--- config.mk ---
export PLATFORM = sky130hd
export DESIGN_NAME = dmem_port_arbiter
export DESIGN_NICKNAME = d
export VERILOG_FILES = /design/src/rtl/dmem_port_arbiter_pkg.sv /design/src/rtl/dmem_port_arbiter_starve_counter.sv /design/src/rtl/dmem_port_arbiter.sv
export SDC_FILE = /design/constraint.sdc
export NUM_CORES = 1
export LEC_CHECK = 0
export ABC_AREA = 1
export CAP_MARGIN = 0
export CELL_PAD_IN_SITES_DETAIL_PLACEMENT = 0
export CELL_PAD_IN_SITES_GLOBAL_PLACEMENT = 2
export CORE_UTILIZATION = 10
export DETAILED_ROUTE_END_ITERATION = 16
export GPL_ROUTABILITY_DRIVEN = 1
export HOLD_SLACK_MARGIN = 0.05
export PLACE_DENSITY_LB_ADDON = 0.1
export SLEW_MARGIN = 20
export SYNTH_ARGS = -nofsm -noshare
export SYNTH_HDL_FRONTEND = slang
export SYNTH_SLANG_ARGS = --single-unit
--- constraint.sdc ---
create_clock -name clk -period 3.3 [get_ports clk]
set_clock_uncertainty 0.1 [all_clocks]
set_input_delay 0.99 -clock clk [delete_from_list [all_inputs] [get_ports clk]]
set_output_delay 0.99 -clock clk [all_outputs]
set_load 0.05 [all_outputs]
--- src/rtl/dmem_port_arbiter_pkg.sv ---
// Shared definitions for the DMEM port arbiter: default geometry, FSM
// state encoding and a counter-width helper.
package dmem_port_arbiter_pkg;

    localparam int DMEM_AW         = 12;
    localparam int DMEM_DW         = 32;
    localparam int DMEM_STARVE_MAX = 16;

    // NORMAL: CPU has fixed priority. FORCE: one-cycle loader grant.
    typedef enum logic {
        STATE_NORMAL = 1'b0,
        STATE_FORCE  = 1'b1
    } arbState_t;

    // Bits needed to hold 0..maxVal; at least one bit so a disabled
    // counter (maxVal == 0) still has a legal vector width.
    function automatic int cntWidth(input int maxVal);
        return (maxVal < 2) ? 1 : $clog2(maxVal + 1);
    endfunction

endpackage

--- src/rtl/dmem_port_arbiter_starve_counter.sv ---
// Saturating loader-wait counter with synchronous clear and a
// terminal-count flag raised when the count sits at MAX-1.
module starve_counter
    import dmem_port_arbiter_pkg::*;
#(
    parameter int MAX = 16
)(
    input  logic clk,
    input  logic rst,
    input  logic inc,
    input  logic clr,
    output logic tc
);

    localparam int W = cntWidth(MAX);
    localparam logic [W-1:0] SAT_VAL = W'(MAX);
    localparam logic [W-1:0] TC_VAL  = (MAX == 0) ? '0 : W'(MAX - 1);

    logic [W-1:0] count;

    // Count refused cycles; clear wins over increment, stop at MAX.
    // NOTE: sequential state uses non-blocking assignments so every flop
    // samples pre-edge values regardless of block evaluation order.
    always_ff @(posedge clk or posedge rst) begin
        if (rst) begin
            count <= '0;
        end else if (clr) begin
            count <= '0;
        end else if (inc && (count != SAT_VAL)) begin
            count <= count + 1'b1;
        end
    end

    assign tc = (MAX != 0) && (count == TC_VAL);

endmodule

--- src/rtl/dmem_port_arbiter.sv ---
// Shares one synchronous DMEM port between the CPU X-stage load/store
// path (fixed priority) and a background loader on a valid/ready
// handshake. A starved loader gets one forced grant while the CPU stalls
// for a cycle. Read data is routed to whoever issued the read.
module dmem_port_arbiter
    import dmem_port_arbiter_pkg::*;
#(
    parameter int AW         = DMEM_AW,
    parameter int DW         = DMEM_DW,
    parameter int STARVE_MAX = DMEM_STARVE_MAX
)(
    input  logic            clk,
    input  logic            rst,
    // CPU X-stage port
    input  logic            cpu_rd,
    input  logic [DW/8-1:0] cpu_we,
    input  logic [AW-1:0]   cpu_addr,
    input  logic [DW-1:0]   cpu_din,
    output logic            cpu_stall,
    output logic [DW-1:0]   cpu_rdata,
    // Loader port
    input  logic            ld_valid,
    output logic            ld_ready,
    input  logic [DW/8-1:0] ld_we,
    input  logic [AW-1:0]   ld_addr,
    input  logic [DW-1:0]   ld_din,
    output logic            ld_rsp_valid,
    output logic [DW-1:0]   ld_rsp_data,
    // DMEM port
    output logic [DW/8-1:0] mem_we,
    output logic [AW-1:0]   mem_addr,
    output logic [DW-1:0]   mem_din,
    input  logic [DW-1:0]   mem_dout
);

    arbState_t state;
    arbState_t stateNext;
    logic      cpuReq;
    logic      grantCpu;
    logic      grantLd;
    logic      xferLd;
    logic      refusedLd;
    logic      starveTc;
    logic      rspOwnerQ;

    assign cpuReq    = cpu_rd | (|cpu_we);
    assign xferLd    = ld_valid & grantLd;
    assign refusedLd = ld_valid & ~grantLd;

    // Combinational grant: loader owns FORCE cycles, CPU wins otherwise.
    // Grants are held off during reset so the port stays quiet.
    // NOTE: every output of a combinational block gets a default first so
    // no path through the case leaves it unassigned (which infers a latch).
    always_comb begin
        grantCpu = 1'b0;
        grantLd  = 1'b0;
        if (!rst) begin
            unique case (state)
                STATE_FORCE: begin
                    grantLd = ld_valid;
                end
                default: begin
                    if (cpuReq) begin
                        grantCpu = 1'b1;
                    end else begin
                        grantLd = ld_valid;
                    end
                end
            endcase
        end
    end

    // Port mux: idle cycles write nothing and park addr/din on the CPU.
    always_comb begin
        mem_we   = '0;
        mem_addr = cpu_addr;
        mem_din  = cpu_din;
        if (grantCpu) begin
            mem_we = cpu_we;
        end else if (grantLd) begin
            mem_we   = ld_we;
            mem_addr = ld_addr;
            mem_din  = ld_din;
        end
    end

    assign ld_ready  = grantLd;
    assign cpu_stall = (state == STATE_FORCE) & cpuReq;

    starve_counter #(
        .MAX (STARVE_MAX)
    ) u_starve (
        .clk (clk),
        .rst (rst),
        .inc (refusedLd),
        .clr (xferLd | ~ld_valid),
        .tc  (starveTc)
    );

    // Next state: enter FORCE when the loader is refused at MAX-1 waits;
    // FORCE always lasts a single cycle.
    always_comb begin
        stateNext = state;
        unique case (state)
            STATE_NORMAL: begin
                if (starveTc && refusedLd) begin
                    stateNext = STATE_FORCE;
                end
            end
            STATE_FORCE: begin
                stateNext = STATE_NORMAL;
            end
            default: begin
                stateNext = STATE_NORMAL;
            end
        endcase
    end

    // State register.
    always_ff @(posedge clk or posedge rst) begin
        if (rst) begin
            state <= STATE_NORMAL;
        end else begin
            state <= stateNext;
        end
    end

    // Remember that this cycle's read belongs to the loader; the RAM
    // returns its data one cycle later. Reset drops any pending response.
    always_ff @(posedge clk or posedge rst) begin
        if (rst) begin
            rspOwnerQ <= 1'b0;
        end else begin
            rspOwnerQ <= xferLd & (ld_we == '0);
        end
    end

    assign ld_rsp_valid = rspOwnerQ;
    assign ld_rsp_data  = mem_dout;
    assign cpu_rdata    = mem_dout;

endmodule
==> results of run 1 <==
## stage by stage
stage / power [mW] / worst slack (ns) / TNS [ns]
after floorplan: 0.481 / 0.199 / 0
after global placement: 0.483 / -0.230 / -9.80
after detailed placement: 0.481 / -0.216 / -9.37
after CTS: 0.739 / 0.0258 / 0
after global routing: 0.790 / 0.00139 / 0
final: 0.752 / 0.0696 / 0
## kinds of logic (layout without fill, tap and decap cells)
family        Yosys count  after routing  synth area share, %
xor+xnor                1              1                0.540
fa+ha+maj               3              3                 2.31
buf+inv                92            200                 39.6
flops                   7              7                 10.8
simple gates          177            177                 46.8
## path summary, 6_finish.rpt
kind / from / slack [ns] / end / cells past startpoint
max in group asynchronous: rst / 1.93 / u_starve.count[1] / 4
worst min register to register: u_starve.count[2] / 0.54 / u_starve.count[2] / 3
min in group asynchronous: rst / 0.82 / ld_rsp_valid / 3
worst max-delay path: rst / 0.07 / mem_addr[10] / 8
worst min-delay path: u_starve.count[2] / 0.54 / u_starve.count[2] / 3
worst max register to register: state / 1.78 / state / 7
## area by class of cell
cell class	count	area (um^2)	area share, %
clock buffers	4	78.8	2.14
inverters	13	48.8	1.32
multi-input cells	181	891	24.2
flip-flops and latches	7	175	4.75
well taps	216	270	7.33
repair buffers	183	2220	60.3
## power by group through the flow
stage / logic, mW / registers [mW] / clock network, mW
global route: 0.479 / 0.0935 / 0.217
floorplan: 0.388 / 0.0932 / 0
global placement: 0.389 / 0.0942 / 0
CTS: 0.437 / 0.0931 / 0.210
detailed placement: 0.387 / 0.0942 / 0
finish: 0.453 / 0.0933 / 0.206
## critical path, stage by stage
cell and delay (ns):
clkdlybuf4s15_1 0.21, nor2_4 0.16, buf_6 0.12, buf_12 0.16, clkbuf_16 0.17, nand3_1 0.08
nand2_1 0.09, buf_6 0.16
## cells in the mapped netlist
| master | number |
|---|---|
| nand3_1 | 51 |
| xor2_1 | 1 |
| ha_1 | 3 |
| nand4_1 | 6 |
| buf_2 | 6 |
| nand3_2 | 1 |
| buf_4 | 65 |
| nor2_2 | 1 |
| dfrtp_1 | 7 |
| nand2_1 | 102 |
| nor2_1 | 13 |
| or2_2 | 1 |
| and2_1 | 1 |
| buf_6 | 6 |
| clkbuf_1 | 2 |
| nand2_2 | 1 |
| inv_1 | 13 |
## what timing repair did
| item | 4_1_cts | 5_1_grt |
|---|---|---|
| pin swaps | 9 | 8 |
| setup endpoints to repair | 49 | 49 |
| gates cloned | 7 | 5 |
| gates resized for setup | 93 | 13 |
| hold buffers | 0 | 0 |
| buffers inserted | 11 | 0 |
## state kept, by name, indices dropped and copies added, names as in the netlist
register / count
ld_rsp_valid: 1
state: 1
u_starve.count: 5
## layout by cell type, fill, tap and decap left out, types with 6 or more instances in the layout
cell             instances
buf_6                   47
clkdlybuf4s50_1         93
inv_1                   11
buf_12                  13
nand3_1                 51
clkbuf_16                7
nand4_1                  6
nor2_1                  11
nand2_2                 12
dfrtp_1                  7
buf_16                   9
nand2_1                 88
buf_4                    6
## layer usage
| metal | track usage, % | vias up | routed length, um |
|---|---|---|---|
| li1 | - | 1036 | - |
| met1 | 11.6 | 930 | 3920 |
| met2 | 17.6 | 91 | 4300 |
| met3 | 1.90 | 20 | 691 |
| met4 | 2.77 | 0 | 162 |
| met5 | 0 | - | 0 |
==> metrics.md, run 1 <==
| Metric | Value |
|---|---|
| Leakage power | 1.69 nW |
| Fin area | 3690 um^2 |
| Fillers | 1814 |
| Internal | 479 uW |
| Mapped Area | 1620 um^2 |
| Worst Setup End Kind | primary output |
| Die Y | 129 um |
| Drt drc | 0 |
| Comb power frac | 60.2% |
| Syn nets | 415 |
| Post-Syn Instances | 280 |
| Die width | 129 um |
| Clock network power share | 27.3% |
| Gp weighted congestion | 0.637 |
| Largest net degree at the start of global routing | 23 |
| RSZ-0062 raised after global routing | no |
| Root Driver | clkbuf_16 |
| Detailed-placement wirelength estimate | 5.93 mm |
| Post-DP Area | 2890 um^2 |
| Core area | 15900 um^2 |
| Worst-margin pin slew | 0.492 ns |
| Vias post-DR | 2077 |
| Crit Path Max Fanout | 8 |
| Initial antenna violation count | 0 |
| Final setup vio count | 0 |
| Max Cap Violations | 0 |
| Period minus WS final | 3.23 ns |
| TritonCTS clock tree | yes |
| Final Instance Count excl. Fillers | 604 |
| Crit share post-route | 97.9% |
| Clock sinks | 7 |
| Post-synth top area share | 30.1% |
| Layout cell share with drive strength beyond 1 | 28.9% |
| Skew-Pair Late Insertion Delay | 0.23 ns |
| Sw Share | 36.3% |
| Hold_ws | 0.539 ns |
| Synthesis Warnings | 0 |
| Vias per std cell | 3.44 |
| VDD IR-drop max | 0.111 mV |
| Starting density of the core | 10.2% |
| Detail Route Antenna Nets | 0 |
| Final Hold Vio Count | 0 |
| Rows | 46 |
| Min-Delay Path Class | flop to flop |
| Syn_area_per_cell | 5.80 um^2 |
| Total gr overflow | 0 |
| Run status | completed |
| DR WL/cell | 15.0 um |
| Pre-antenna DRT Iters | 4 |
| Area Overhead vs Synth | 127% |
| First-pass GRT wire length | 12.1 mm |
| Ports | 247 |
| Port bufs | 150 |
| CP required | 2.21 ns |
| WP data arrival | 2.14 ns |
| Max-Slew Margin vs Limit | 67.1% |
| CP Class | input pin to primary output |
| Post-synthesis cell type count | 17 |
| TritonCTS Buffers | 3 |
| Psw | 273 uW |
| Total Wirelength | 9.08 mm |
| Post-synth top area cell | buf_4 |
| H-tree Lvls | 1 |
| Startpoint types | input pin |
| Max Clk Rate | 310 MHz |
| Drt initial violations | 44 |
| Pwr/cell area | 204 nW/um^2 |
| Final Util | 23.2% |
| Die ar. | 16700 um^2 |
| Nets@finish | 524 |
| Area contributors post-synth | buf_4 30%, nand2_1 24%, nand3_1 16% |
| Reg power frac | 12.4% |
| Total track usage | 9.74% |
| CTS max path bufs | 2 |
| CTS clock-pin slew for the worst setup and hold paths | 0.03 ns |
| Synthesized flop and latch total | 7 |
| Max Slew Vio Count | 0 |
| Inst Count DP | 578 |
| Seq/Total Area, Yosys | 10.8% |
| Antenna diodes | 0 |
| Number of global-route vias before repair | 2074 |
Power figures use the tool's default switching activity.
==> run 2, diff against run 1 <==
--- a/config.mk
+++ b/config.mk
@@ -12,6 +12,7 @@
 export CORE_UTILIZATION = 10
 export DETAILED_ROUTE_END_ITERATION = 16
 export GPL_ROUTABILITY_DRIVEN = 1
+export GPL_TIMING_DRIVEN = 0
 export HOLD_SLACK_MARGIN = 0.05
 export PLACE_DENSITY_LB_ADDON = 0.1
 export SLEW_MARGIN = 20
==> run 2 against run 1 <==
  * Clock-buffer cell count unchanged
  * Sequential share of layout area decreased by 0.89 points
  * Sequential power about the same
  * Non-clock buffer count is 127 higher
  * First-iteration DRC count increased by 55%
  * Maximum frequency barely moved
  * Highest routed layer unchanged
==> metrics.md, run 2 (synthesis results as in run 1) <==
| Metric | Value |
|---|---|
| Commonest non-fill, non-tap cell in the layout | clkdlybuf4s50_1 |
| CP Class | input pin to primary output |
| Clock sinks | 7 (unchanged) |
| M1 wire length | 3.71 mm (-5.4%) |
| Drt initial violations | 68 (+55%) |
| Largest reg by FF count | u_starve.count |
| Worst-margin pin slew | 0.512 ns (+0.0193 ns) |
| Crit Path Max Fanout | 5 (-3) |
| Ports | 247 (unchanged) |
| Worst Setup End Kind | primary output |
| Register Area | 175 um^2 (unchanged) |
| VDD IR-drop max | 0.159 mV (+43%) |
| Crit share post-route | 97.8% (about the same) |
| Antenna diodes | 0 (unchanged) |
| Port bufs | 214 (+43%) |
| CTS max path bufs | 2 (unchanged) |
| Startpoint types | input pin |
| Vias post-DR | 2563 (+23%) |
| WP data arrival | 2.14 ns (about the same) |
| Detail Route Antenna Nets | 0 (unchanged) |
| Final setup vio count | 0 (unchanged) |
| Top Metal Used | met4 |
| Gp weighted congestion | 0.750 (+18%) |
| Die ar. | 16700 um^2 (unchanged) |
| Initial antenna violation count | 0 (unchanged) |
| Multi-input gate area | 891 um^2 (unchanged) |
| Core area | 15900 um^2 (unchanged) |
| CP required | 2.21 ns (about the same) |
| Pre-antenna DRT Iters | 4 (unchanged) |
| Final Hold Vio Count | 0 (unchanged) |
| Pwr/cell area | 222 nW/um^2 (+8.6%) |
| Fillers | 1773 (-2.3%) |
| TritonCTS Buffers | 3 (unchanged) |
| Most frequent cells in the layout | 157 x clkdlybuf4s50_1, 82 x nand2_1, 78 x buf_4, 51 x nand3_1, 42 x buf_6 |
| Reg-to-reg startpoint | state |
| CTS clock-pin slew for the worst setup and hold paths | 0.04 ns (about the same) |
| Total Wirelength | 9.43 mm (+3.9%) |
| Total gr overflow | 0 (unchanged) |
| Rows | 46 (unchanged) |
| Root Driver | clkbuf_16 |
| Max-Slew Margin vs Limit | 65.8% (-1.3 points) |
| Largest net degree at the start of global routing | 12 (-48%) |
| Die Y | 129 um (unchanged) |
| Run status | completed |
| Max Cap Violations | 0 (unchanged) |
| Starting density of the core | 10.2% (unchanged) |
| TritonCTS clock tree | yes |
| Nets@finish | 651 (+24%) |
| Max reg flops | 5 (unchanged) |
| Leakage power | 2.16 nW (+28%) |
| WL met3 | 791 um (+14%) |
| Hold_ws | 0.508 ns (-0.0309 ns) |
| Layout cell share with drive strength beyond 1 | 35.1% (+6.3 points) |
| Drt drc | 0 (unchanged) |
| Skew-Pair Late Insertion Delay | 0.23 ns (about the same) |
| Tot Pwr | 1.00 mW (+34%) |
| Die width | 129 um (unchanged) |
| Met2 Wirelength | 4.91 mm (+14%) |
| First-pass GRT wire length | 12.7 mm (+5.5%) |
| Total track usage | 9.89% (+0.14 points) |
| DR WL/cell | 12.9 um (-14%) |
| Min-Delay Path Class | flop to flop |
| Number of global-route vias before repair | 2335 (+13%) |
| Period minus WS final | 3.23 ns (-0.00297 ns) |
| Area Overhead vs Synth | 179% |
| Vias per std cell | 3.51 (+2.0%) |
| Max Slew Vio Count | 0 (unchanged) |
| Worst setup path start | cpu_we[3] |
| Max Clk Rate | 310 MHz (about the same) |
| H-tree Lvls | 1 (unchanged) |
| Worst hold start | state |
| Detailed-placement wirelength estimate | 7.58 mm (+28%) |
==> run 2: cell types whose count changed in the layout (fill, tap and decap cells not counted), moves of 2 or more <==
cell	change
nand2_8	-2
nand2_1	-6
buf_12	-9
buf_8	+5
buf_2	+4
clkbuf_2	+2
clkbuf_4	+3
clkdlybuf4s50_1	+64
buf_16	-7
nand2_4	+4
buf_4	+72
buf_6	-5
nand2_2	+4
==> run 2: cell type report <==
cell class                      instances  share of cell area (%)
Multi-Input combinational cell        181                    19.7
Buffer                                 77                    14.2
Inverter                               13                    1.08
Timing Repair Buffer                  233                    53.5
Clock buffer                            4                    1.74
Tap cell                              216                    5.97
Sequential cell                         7                    3.87
==> run 2: routing by layer <==
layer	up-vias	track usage [%]
li1	1294	-
met1	1147	11.0
met2	120	19.6
met3	2	1.82
met4	0	1.25
met5	-	0
==> run 2: critical path: stages <==
cell	delay [ns]
buf_2	0.11
nor2_2	0.11
nand3_2	0.11
nand2_4	0.10
nand2_4	0.06
buf_8	0.13
buf_12	0.13
buf_8	0.13
nand2_1	0.05
nand2_1	0.06
buf_6	0.15
==> run 2: power by group <==
group / leakage [nW] / switching (mW) / internal, mW
clock: 0.0382 / 0.0465 / 0.161
combinational: 2.03 / 0.384 / 0.320
sequential: 0.0953 / 0.00372 / 0.0896
total: 2.16 / 0.434 / 0.570
==> run 2: path summary, 6_finish.rpt <==
check | slack (ns) | depth (start not counted) | to
max | 0.07 | 11 | mem_din[29]
min | 0.51 | 3 | state
max reg2reg | 1.82 | 7 | u_starve.count[4]
min reg2reg | 0.51 | 3 | state
max in group asynchronous | 2.13 | 2 | ld_rsp_valid
min in group asynchronous | 0.68 | 2 | u_starve.count[2]
==> run 2: what timing repair did <==
item | in CTS | in global routing
cloned | 3 | 3
resized for setup | 385 | 30
endpoints found under the setup margin | 50 | 48
pin swaps | 8 | 6
buffers inserted | 13 | 0
hold buffers | 0 | 0
==> run 2: metrics by stage <==
stage / area [um^2] / worst slack [ns] / instances / util, % / setup TNS (ns)
floorplan: 1620 / 0.199 / 280 / - / 0
global placement: 4040 / -1.10 / 710 / 25.4 / -50.68
global route: 4530 / -0.000205 / 731 / 28.5 / -0.000205
detailed placement: 4040 / -1.11 / 710 / 25.4 / -51.29
finish: 4530 / 0.0726 / 731 / 28.5 / 0
CTS: 4410 / 0.00246 / 729 / 27.7 / 0
==> run 3, diff against run 2 <==
--- a/config.mk
+++ b/config.mk
@@ -10,6 +10,7 @@
 export CELL_PAD_IN_SITES_DETAIL_PLACEMENT = 0
 export CELL_PAD_IN_SITES_GLOBAL_PLACEMENT = 2
 export CORE_UTILIZATION = 10
+export CTS_CLUSTER_SIZE = 28
 export DETAILED_ROUTE_END_ITERATION = 16
 export GPL_ROUTABILITY_DRIVEN = 1
 export GPL_TIMING_DRIVEN = 0
==> results of run 3 <==
The final DEF is identical to that of run 2; final timing and power are the same.
